### src/rtl/ant_buf_pkg.sv
// Shared types and constants for the antenna ping-pong buffer write scheduler.
package ant_buf_pkg;

  typedef enum logic [2:0] {
    IDLE,
    ARB,
    EVEN,
    WAIT_ODD,
    ODD,
    ODD_FILL,
    GAP
  } sched_state_t;

  localparam int RE_NUM_DEFAULT = 1584;
  localparam int IQ_WIDTH       = 32;

endpackage

### src/rtl/ant_buf_rr_arb.sv
// Combinational round-robin pick: lowest requesting index at or after the
// pointer, wrapping to the lowest requesting index overall.
module ant_buf_rr_arb #(
  parameter int NUM = 2,
  parameter int IW  = 1
) (
  input  logic [NUM-1:0] i_req,
  input  logic [IW-1:0]  i_ptr,
  output logic [IW-1:0]  o_idx,
  output logic           o_found
);

  // wrap candidate from the first loop is overridden by any hit at/after the pointer
  always_comb begin
    o_idx   = '0;
    o_found = 1'b0;
    for (int j = NUM - 1; j >= 0; j--) begin
      if (i_req[j]) begin
        o_idx   = IW'(j);
        o_found = 1'b1;
      end
    end
    for (int j = NUM - 1; j >= 0; j--) begin
      if (i_req[j] && (IW'(j) >= i_ptr)) begin
        o_idx = IW'(j);
      end
    end
  end

endmodule

### src/rtl/ant_buf_wr_sched.sv
// Write-side scheduler for the antenna ping-pong symbol buffer. Grants one
// even/odd source pair at a time so the buffer always sees the even burst
// followed by the odd burst of the same pair.
// Optional macro ANT_BUF_SCHED_TIMEOUT_EN: WAIT_ODD timeout with zero-filled
// odd burst and sticky o_err; when undefined o_err is tied low.
//
// state    | meaning
// IDLE     | post-reset, moves to ARB
// ARB      | pick next pair with even request (blocked by afull)
// EVEN     | stream RE_NUM beats from even source
// WAIT_ODD | wait for odd source of the same pair
// ODD      | stream RE_NUM beats from odd source
// ODD_FILL | emit RE_NUM zero beats after odd timeout
// GAP      | forced idle cycles before next arbitration
module ant_buf_wr_sched
  import ant_buf_pkg::*;
#(
  parameter  int ANT        = 4,
  parameter  int NUM_PAIR   = 2,
  parameter  int RE_NUM     = RE_NUM_DEFAULT,
  parameter  int ADDR_WIDTH = 11,
  parameter  int GAP_CYC    = 4,
  parameter  int TIMEOUT    = 4096,
  localparam int PW         = (NUM_PAIR > 1) ? $clog2(NUM_PAIR) : 1,
  localparam int NSRC       = 2 * NUM_PAIR,
  localparam int DW         = ANT * IQ_WIDTH
) (
  input  logic                       i_clk,
  input  logic                       i_rst_n,
  input  logic [NSRC-1:0]            i_src_req,
  input  logic [NSRC-1:0][63:0]      i_src_info0,
  input  logic [NSRC-1:0][7:0]       i_src_info1,
  input  logic [NSRC-1:0][DW-1:0]    i_src_data,
  input  logic [NSRC-1:0]            i_src_vld,
  output logic [NSRC-1:0]            o_src_rdy,
  input  logic                       i_buf_afull,
  output logic [ADDR_WIDTH-1:0]      o_iq_addr,
  output logic [DW-1:0]              o_iq_data,
  output logic                       o_iq_vld,
  output logic                       o_iq_last,
  output logic [63:0]                o_info_0,
  output logic [7:0]                 o_info_1,
  output logic [PW-1:0]              o_grant_pair,
  output logic                       o_busy,
  output logic                       o_err
);

  localparam int GW = (GAP_CYC > 0) ? $clog2(GAP_CYC + 1) : 1;
  localparam logic [ADDR_WIDTH-1:0] LAST_ADDR = ADDR_WIDTH'(RE_NUM - 1);

  if (RE_NUM > 2 ** ADDR_WIDTH) begin : g_chk_re_num
    $error("RE_NUM does not fit in ADDR_WIDTH");
  end
  if (TIMEOUT < 1) begin : g_chk_timeout
    $error("TIMEOUT must be at least 1");
  end

  sched_state_t          state_q, state_d;
  logic [PW-1:0]         pair_q, pair_d;
  logic [PW-1:0]         rr_ptr_q, rr_ptr_d;
  logic [ADDR_WIDTH-1:0] cnt_q, cnt_d;
  logic [GW-1:0]         gap_q, gap_d;
  logic                  iq_vld_q, iq_vld_d;
  logic                  iq_last_q, iq_last_d;
  logic [ADDR_WIDTH-1:0] iq_addr_q, iq_addr_d;
  logic [DW-1:0]         iq_data_q, iq_data_d;
  logic [63:0]           info0_q, info0_d;
  logic [7:0]            info1_q, info1_d;
`ifdef ANT_BUF_SCHED_TIMEOUT_EN
  localparam int TW = $clog2(TIMEOUT + 1);
  logic [TW-1:0]         to_q, to_d;
  logic                  err_q, err_d;
`endif

  logic [NUM_PAIR-1:0] even_req;
  logic [PW-1:0]       arb_idx;
  logic                arb_found;
  logic [PW:0]         even_sel, odd_sel, grant_sel;
  logic [NSRC-1:0]     src_rdy;
  logic                beat;
  logic [DW-1:0]       beat_data;
  logic [PW-1:0]       rr_next;

  // even-source requests feed the pair arbiter
  always_comb begin
    for (int p = 0; p < NUM_PAIR; p++) begin
      even_req[p] = i_src_req[2*p];
    end
  end

  ant_buf_rr_arb #(.NUM(NUM_PAIR), .IW(PW)) u_rr_arb (
    .i_req   (even_req),
    .i_ptr   (rr_ptr_q),
    .o_idx   (arb_idx),
    .o_found (arb_found)
  );

  assign even_sel  = {pair_q, 1'b0};
  assign odd_sel   = {pair_q, 1'b1};
  assign grant_sel = {arb_idx, 1'b0};
  assign rr_next   = (pair_q == PW'(NUM_PAIR - 1)) ? '0 : pair_q + PW'(1);

  // ready is a pure decode of state so it drops with reset immediately
  always_comb begin
    src_rdy = '0;
    if (state_q == EVEN)     src_rdy[even_sel] = 1'b1;
    else if (state_q == ODD) src_rdy[odd_sel]  = 1'b1;
  end

  // next-state, beat acceptance and output register inputs
  always_comb begin
    state_d   = state_q;
    pair_d    = pair_q;
    rr_ptr_d  = rr_ptr_q;
    cnt_d     = cnt_q;
    gap_d     = gap_q;
    iq_vld_d  = 1'b0;
    iq_last_d = 1'b0;
    iq_addr_d = iq_addr_q;
    iq_data_d = iq_data_q;
    info0_d   = info0_q;
    info1_d   = info1_q;
    beat      = 1'b0;
    beat_data = '0;
`ifdef ANT_BUF_SCHED_TIMEOUT_EN
    to_d      = to_q;
    err_d     = err_q;
`endif
    unique case (state_q)
      IDLE: state_d = ARB;
      ARB: begin
        if (!i_buf_afull && arb_found) begin
          pair_d  = arb_idx;
          info0_d = i_src_info0[grant_sel];
          info1_d = i_src_info1[grant_sel];
          cnt_d   = '0;
          state_d = EVEN;
        end
      end
      EVEN: begin
        if (i_src_vld[even_sel]) begin
          beat      = 1'b1;
          beat_data = i_src_data[even_sel];
          if (cnt_q == LAST_ADDR) begin
            state_d = WAIT_ODD;
`ifdef ANT_BUF_SCHED_TIMEOUT_EN
            to_d    = TW'(TIMEOUT - 1);
`endif
          end
        end
      end
      WAIT_ODD: begin
        if (i_src_req[odd_sel]) begin
          info0_d = i_src_info0[odd_sel];
          info1_d = i_src_info1[odd_sel];
          cnt_d   = '0;
          state_d = ODD;
        end
`ifdef ANT_BUF_SCHED_TIMEOUT_EN
        else if (to_q == '0) begin
          err_d   = 1'b1;
          cnt_d   = '0;
          state_d = ODD_FILL;
        end else begin
          to_d = to_q - TW'(1);
        end
`endif
      end
      ODD: begin
        if (i_src_vld[odd_sel]) begin
          beat      = 1'b1;
          beat_data = i_src_data[odd_sel];
          if (cnt_q == LAST_ADDR) begin
            state_d  = GAP;
            gap_d    = GW'(GAP_CYC);
            rr_ptr_d = rr_next;
          end
        end
      end
`ifdef ANT_BUF_SCHED_TIMEOUT_EN
      ODD_FILL: begin
        beat = 1'b1;
        if (cnt_q == LAST_ADDR) begin
          state_d  = GAP;
          gap_d    = GW'(GAP_CYC);
          rr_ptr_d = rr_next;
        end
      end
`endif
      GAP: begin
        // a GAP_CYC of 0 still spends one cycle here
        if (gap_q <= GW'(1)) state_d = ARB;
        else                 gap_d   = gap_q - GW'(1);
      end
      default: state_d = IDLE;
    endcase
    if (beat) begin
      iq_vld_d  = 1'b1;
      iq_addr_d = cnt_q;
      iq_data_d = beat_data;
      iq_last_d = (cnt_q == LAST_ADDR);
      cnt_d     = (cnt_q == LAST_ADDR) ? '0 : cnt_q + ADDR_WIDTH'(1);
    end
  end

  // state and output registers, cleared asynchronously
  always_ff @(posedge i_clk or negedge i_rst_n) begin
    if (!i_rst_n) begin
      state_q   <= IDLE;
      pair_q    <= '0;
      rr_ptr_q  <= '0;
      cnt_q     <= '0;
      gap_q     <= '0;
      iq_vld_q  <= 1'b0;
      iq_last_q <= 1'b0;
      iq_addr_q <= '0;
      iq_data_q <= '0;
      info0_q   <= '0;
      info1_q   <= '0;
`ifdef ANT_BUF_SCHED_TIMEOUT_EN
      to_q      <= '0;
      err_q     <= 1'b0;
`endif
    end else begin
      state_q   <= state_d;
      pair_q    <= pair_d;
      rr_ptr_q  <= rr_ptr_d;
      cnt_q     <= cnt_d;
      gap_q     <= gap_d;
      iq_vld_q  <= iq_vld_d;
      iq_last_q <= iq_last_d;
      iq_addr_q <= iq_addr_d;
      iq_data_q <= iq_data_d;
      info0_q   <= info0_d;
      info1_q   <= info1_d;
`ifdef ANT_BUF_SCHED_TIMEOUT_EN
      to_q      <= to_d;
      err_q     <= err_d;
`endif
    end
  end

  assign o_src_rdy    = src_rdy;
  assign o_iq_vld     = iq_vld_q;
  assign o_iq_last    = iq_last_q;
  assign o_iq_addr    = iq_addr_q;
  assign o_iq_data    = iq_data_q;
  assign o_info_0     = info0_q;
  assign o_info_1     = info1_q;
  assign o_grant_pair = pair_q;
  assign o_busy       = (state_q != IDLE);
`ifdef ANT_BUF_SCHED_TIMEOUT_EN
  assign o_err        = err_q;
`else
  assign o_err        = 1'b0;
`endif

endmodule

### config.mk
export PLATFORM = sky130hd
export DESIGN_NAME = ant_buf_wr_sched
export DESIGN_NICKNAME = d
export VERILOG_FILES = /design/src/rtl/ant_buf_pkg.sv /design/src/rtl/ant_buf_rr_arb.sv /design/src/rtl/ant_buf_wr_sched.sv
export SDC_FILE = /design/constraint.sdc
export NUM_CORES = 1
export LEC_CHECK = 0
export BUFFER_PORTS_ARGS = -buffer_cell sky130_fd_sc_hd__buf_2
export CAP_MARGIN = 20
export CORE_AREA = 2 2 396 398
export DETAILED_ROUTE_END_ITERATION = 10
export DIE_AREA = 0 0 398 400
export PLACE_DENSITY_LB_ADDON = 0.1
export SYNTH_ARGS = -nofsm -noshare
export SYNTH_HDL_FRONTEND = slang
export SYNTH_SLANG_ARGS = --single-unit
### constraint.sdc
create_clock -name i_clk -period 3.8 [get_ports i_clk]
set_input_delay 0 -clock i_clk [delete_from_list [all_inputs] [get_ports i_clk]]
set_output_delay 0 -clock i_clk [all_outputs]
set_load 0.005 [all_outputs]
==> impl_metrics.ini <==
[run_status]
status = finished clean

[critical_path]
required_ps = 4270
cp_common_cell = dlygate4sd3_1
critPathTopFamily = buffers and inverters
crit_chain = buf_12 -> buf_4 -> mux2i_1 -> dlygate4sd3_1 -> o221ai_1 -> dlygate4sd3_1
crit_path_start_kind = register
crit_path_end_kind = register
critPathKind = register to register
slowest_delay_ps = 770
critPathArrivalTime_ps = 4030
worst-path-buf-inv = 4
rrSetupSlack_ps = 230
cpMaxStageDelayCell = dfrtp_4
cp_max_fo = 123

[clocking]
post-cts-setup-buffers = 0
path_clk_slew_ps = 60
cts_tree = built
cts_sinks = 232
h-tree-depth = 2
insertion_delay_ps = 580
root_buffer = clkbuf_16
clk_path_buf_depth = 3
numCtsBuffers = 37

[sta]
tightest_slew_ps = 977
fin_hold_ws_ps = 6.01
period_share = 0.938
tns_ps = 0
maxSlewViolCount = 0
final.setup_skew_ps = 23.7
rsz0062_at_grt = false
period_minus_slack_ps = 3570
finalHoldViolations = 0
worst_slack_ps = 235
clock.fmax_mhz = 280
finalSetupViolations = 0
slew_headroom = 0.349

[die]
num_rows = 145
die_w_um = 398
initial_utilization = 0.0908
io_pins = 1031
coreArea_sq_um = 155000
dieArea_sq_um = 159000
dieHeight_um = 400

[grt]
gr-usage-all-layers = 0.134
grt_pass1_vias = 19200
antenna_found_initial = 59
gr-total-overflow = 0
grt_max_degree = 124
grt_pass1_wl_um = 152000

[power]
clock_power_share = 0.186
p_seq_frac = 0.247
p_int_w = 0.0105
peakVddDrop_uv = 371
leakage_nw = 13.7
power_switching_share = 0.405
p_switching_w = 0.00712
pwr-share-comb = 0.567
powerDensity_nw_per_um2 = 621

[drt]
vias_per_cell = 3.64
wire_per_inst_um = 22.3
drt-initial-drc-count = 803
vias = 18400
ant_nets = 0
routed_wl_um = 113000
remaining_drc_errors = 0
detail_route.first_pass.iterations = 5

[logic_synthesis]
synth_top_area_cell = dfrtp_1
dominantRegCellSynth = dfrtp_1
seq_area_frac_synth = 0.412
synth_edf_count = 0
synth.top_cell.area_share = 0.412
syn_inst = 1464
synth.avg_cell_area_sq_um = 9.62
synth_top_cells_by_area = dfrtp_1, mux2i_1, nand2_1, o221ai_1, a311oi_1
synth_nets = 2278
synth_seq_cells = 232
ys_types = 48
ys_warn_count = 0
syn-cell-area_sq_um = 14100
ys_top_cells_by_count = nand2_1, mux2i_1, dfrtp_1
async_reset_ff_frac = 1.00
post-synth-top-count-cell = nand2_1

[finish]
area_growth_pct = 101
drive_above_1_share = 0.384
post-route-util = 0.182
fin_nets = 3792

[run]
cap_violations = 0

[placement]
hpwl_um = 91300
port_buffers = 1029
gp_congestion = 0.847
place_ws_ps = 1210

[hold_path]
hold_path.class = primary input to register
flip-flops by register name, indices dropped and copies added (netlist names):
| name | cells |
|---|---|
| gap_q | 3 |
| o_iq_data | 128 |
| state_q | 3 |
| o_grant_pair | 1 |
| o_iq_vld | 1 |
| o_iq_addr | 11 |
| rr_ptr_q | 1 |
| o_info_0 | 64 |
| o_info_1 | 8 |
| cnt_q | 11 |
| o_iq_last | 1 |
metal layers:
layer / GRT usage / part of all wire / routed length, um / vias to the layer above
met3: 0.0392 / 0.077 / 8740 / 172
met1: 0.157 / 0.39 / 44700 / 8967
met5: 0 / 0.0030 / 340 / -
met4: 0.0313 / 0.023 / 2580 / 56
met2: 0.239 / 0.50 / 56800 / 716
li1: - / - / - / 8519
worst reg2reg max path: stages, from the launching register on:
cell and delay [ps]:
dfrtp_4 770, buf_12 400, buf_4 800, mux2i_1 230
dlygate4sd3_1 560, o221ai_1 110, dlygate4sd3_1 600
cells by family after synthesis:
family	after synthesis	share of synthesized area
simple gates	435	0.135
compound gates	378	0.217
mux	262	0.187
flops	232	0.412
buf+inv	150	0.0439
fa+ha+maj	3	0.00267
xor+xnor	3	0.00187
other cells	1	0.000266
final timing paths:
kind,cells after the start,from,to
hold reg to reg,1,o_info_0[22],o_info_0[22]
setup reg to reg,6,o_grant_pair,o_iq_data[80]
max in group asynchronous,3,i_rst_n,o_iq_data[101]
min in group asynchronous,2,i_rst_n,o_info_0[57]
hold / removal,3,i_src_data[452],o_iq_data[68]
setup / recovery,6,o_grant_pair,o_iq_data[80]
placed cells by master (no fill, tap or decap), types with 2 or more instances in the layout:
cell and instances:
buf_2 1028, dlygate4sd3_1 530, nand2_1 319, mux2i_1 259, dfrtp_1 231, o221ai_1 128, nor2b_1 74, a211oi_1 72
a311oi_1 72, a21o_1 72, buf_4 41, clkbuf_16 37, buf_12 17, o21ai_0 12, nor2_1 10, clkbuf_1 10
inv_1 8, diode_2 6, nor3_1 6, o21ai_1 6, nand3_1 5, nor3b_1 4, clkbuf_8 4, clkinv_2 4
mux2_2 3, and3_1 3, xnor2_1 3, ha_1 3, and2_1 2, nand2_4 2, o31ai_1 2, o2111ai_1 2
inv_6 2, clkinvlp_4 2
power by group through the flow:
stage                     Combinational, W  Sequential (W)  Clock [W]
final                              0.00998         0.00434    0.00327
after CTS                           0.0102         0.00436    0.00348
after floorplan                    0.00401         0.00419          0
after global placement             0.00811         0.00442          0
after detailed placement           0.00807         0.00439          0
after global routing                0.0108         0.00449    0.00353
area by class of cell:
class                   count  area (sq um)
fillers                 17800        127000
repair buffers           1617         11100
multi-input cells        1082          7690
flip-flops and latches    232          5810
well taps                2058          2570
clock buffers              51          1020
clock inverters             8          52.6
inverters                   8          30.0
diodes                      6          15.0
timing repair:
action / 4_1_cts / 5_1_grt
endpoints found under the setup margin: 0 / 0
hold buffers: 530 / 0
gates resized for setup: 0 / 0
endpoints found under the hold margin: 289 / 0
metrics by stage:
stage / instance area (sq um) / total power [W] / instances
after CTS: 28300 / 0.0181 / 5056
after detailed placement: 21900 / 0.0125 / 4467
after global placement: 21900 / 0.0125 / 4467
after floorplan: 14100 / 0.00820 / 1464
final: 28300 / 0.0176 / 5062
after global routing: 28300 / 0.0188 / 5058
(Power assumes the default switching activity.)
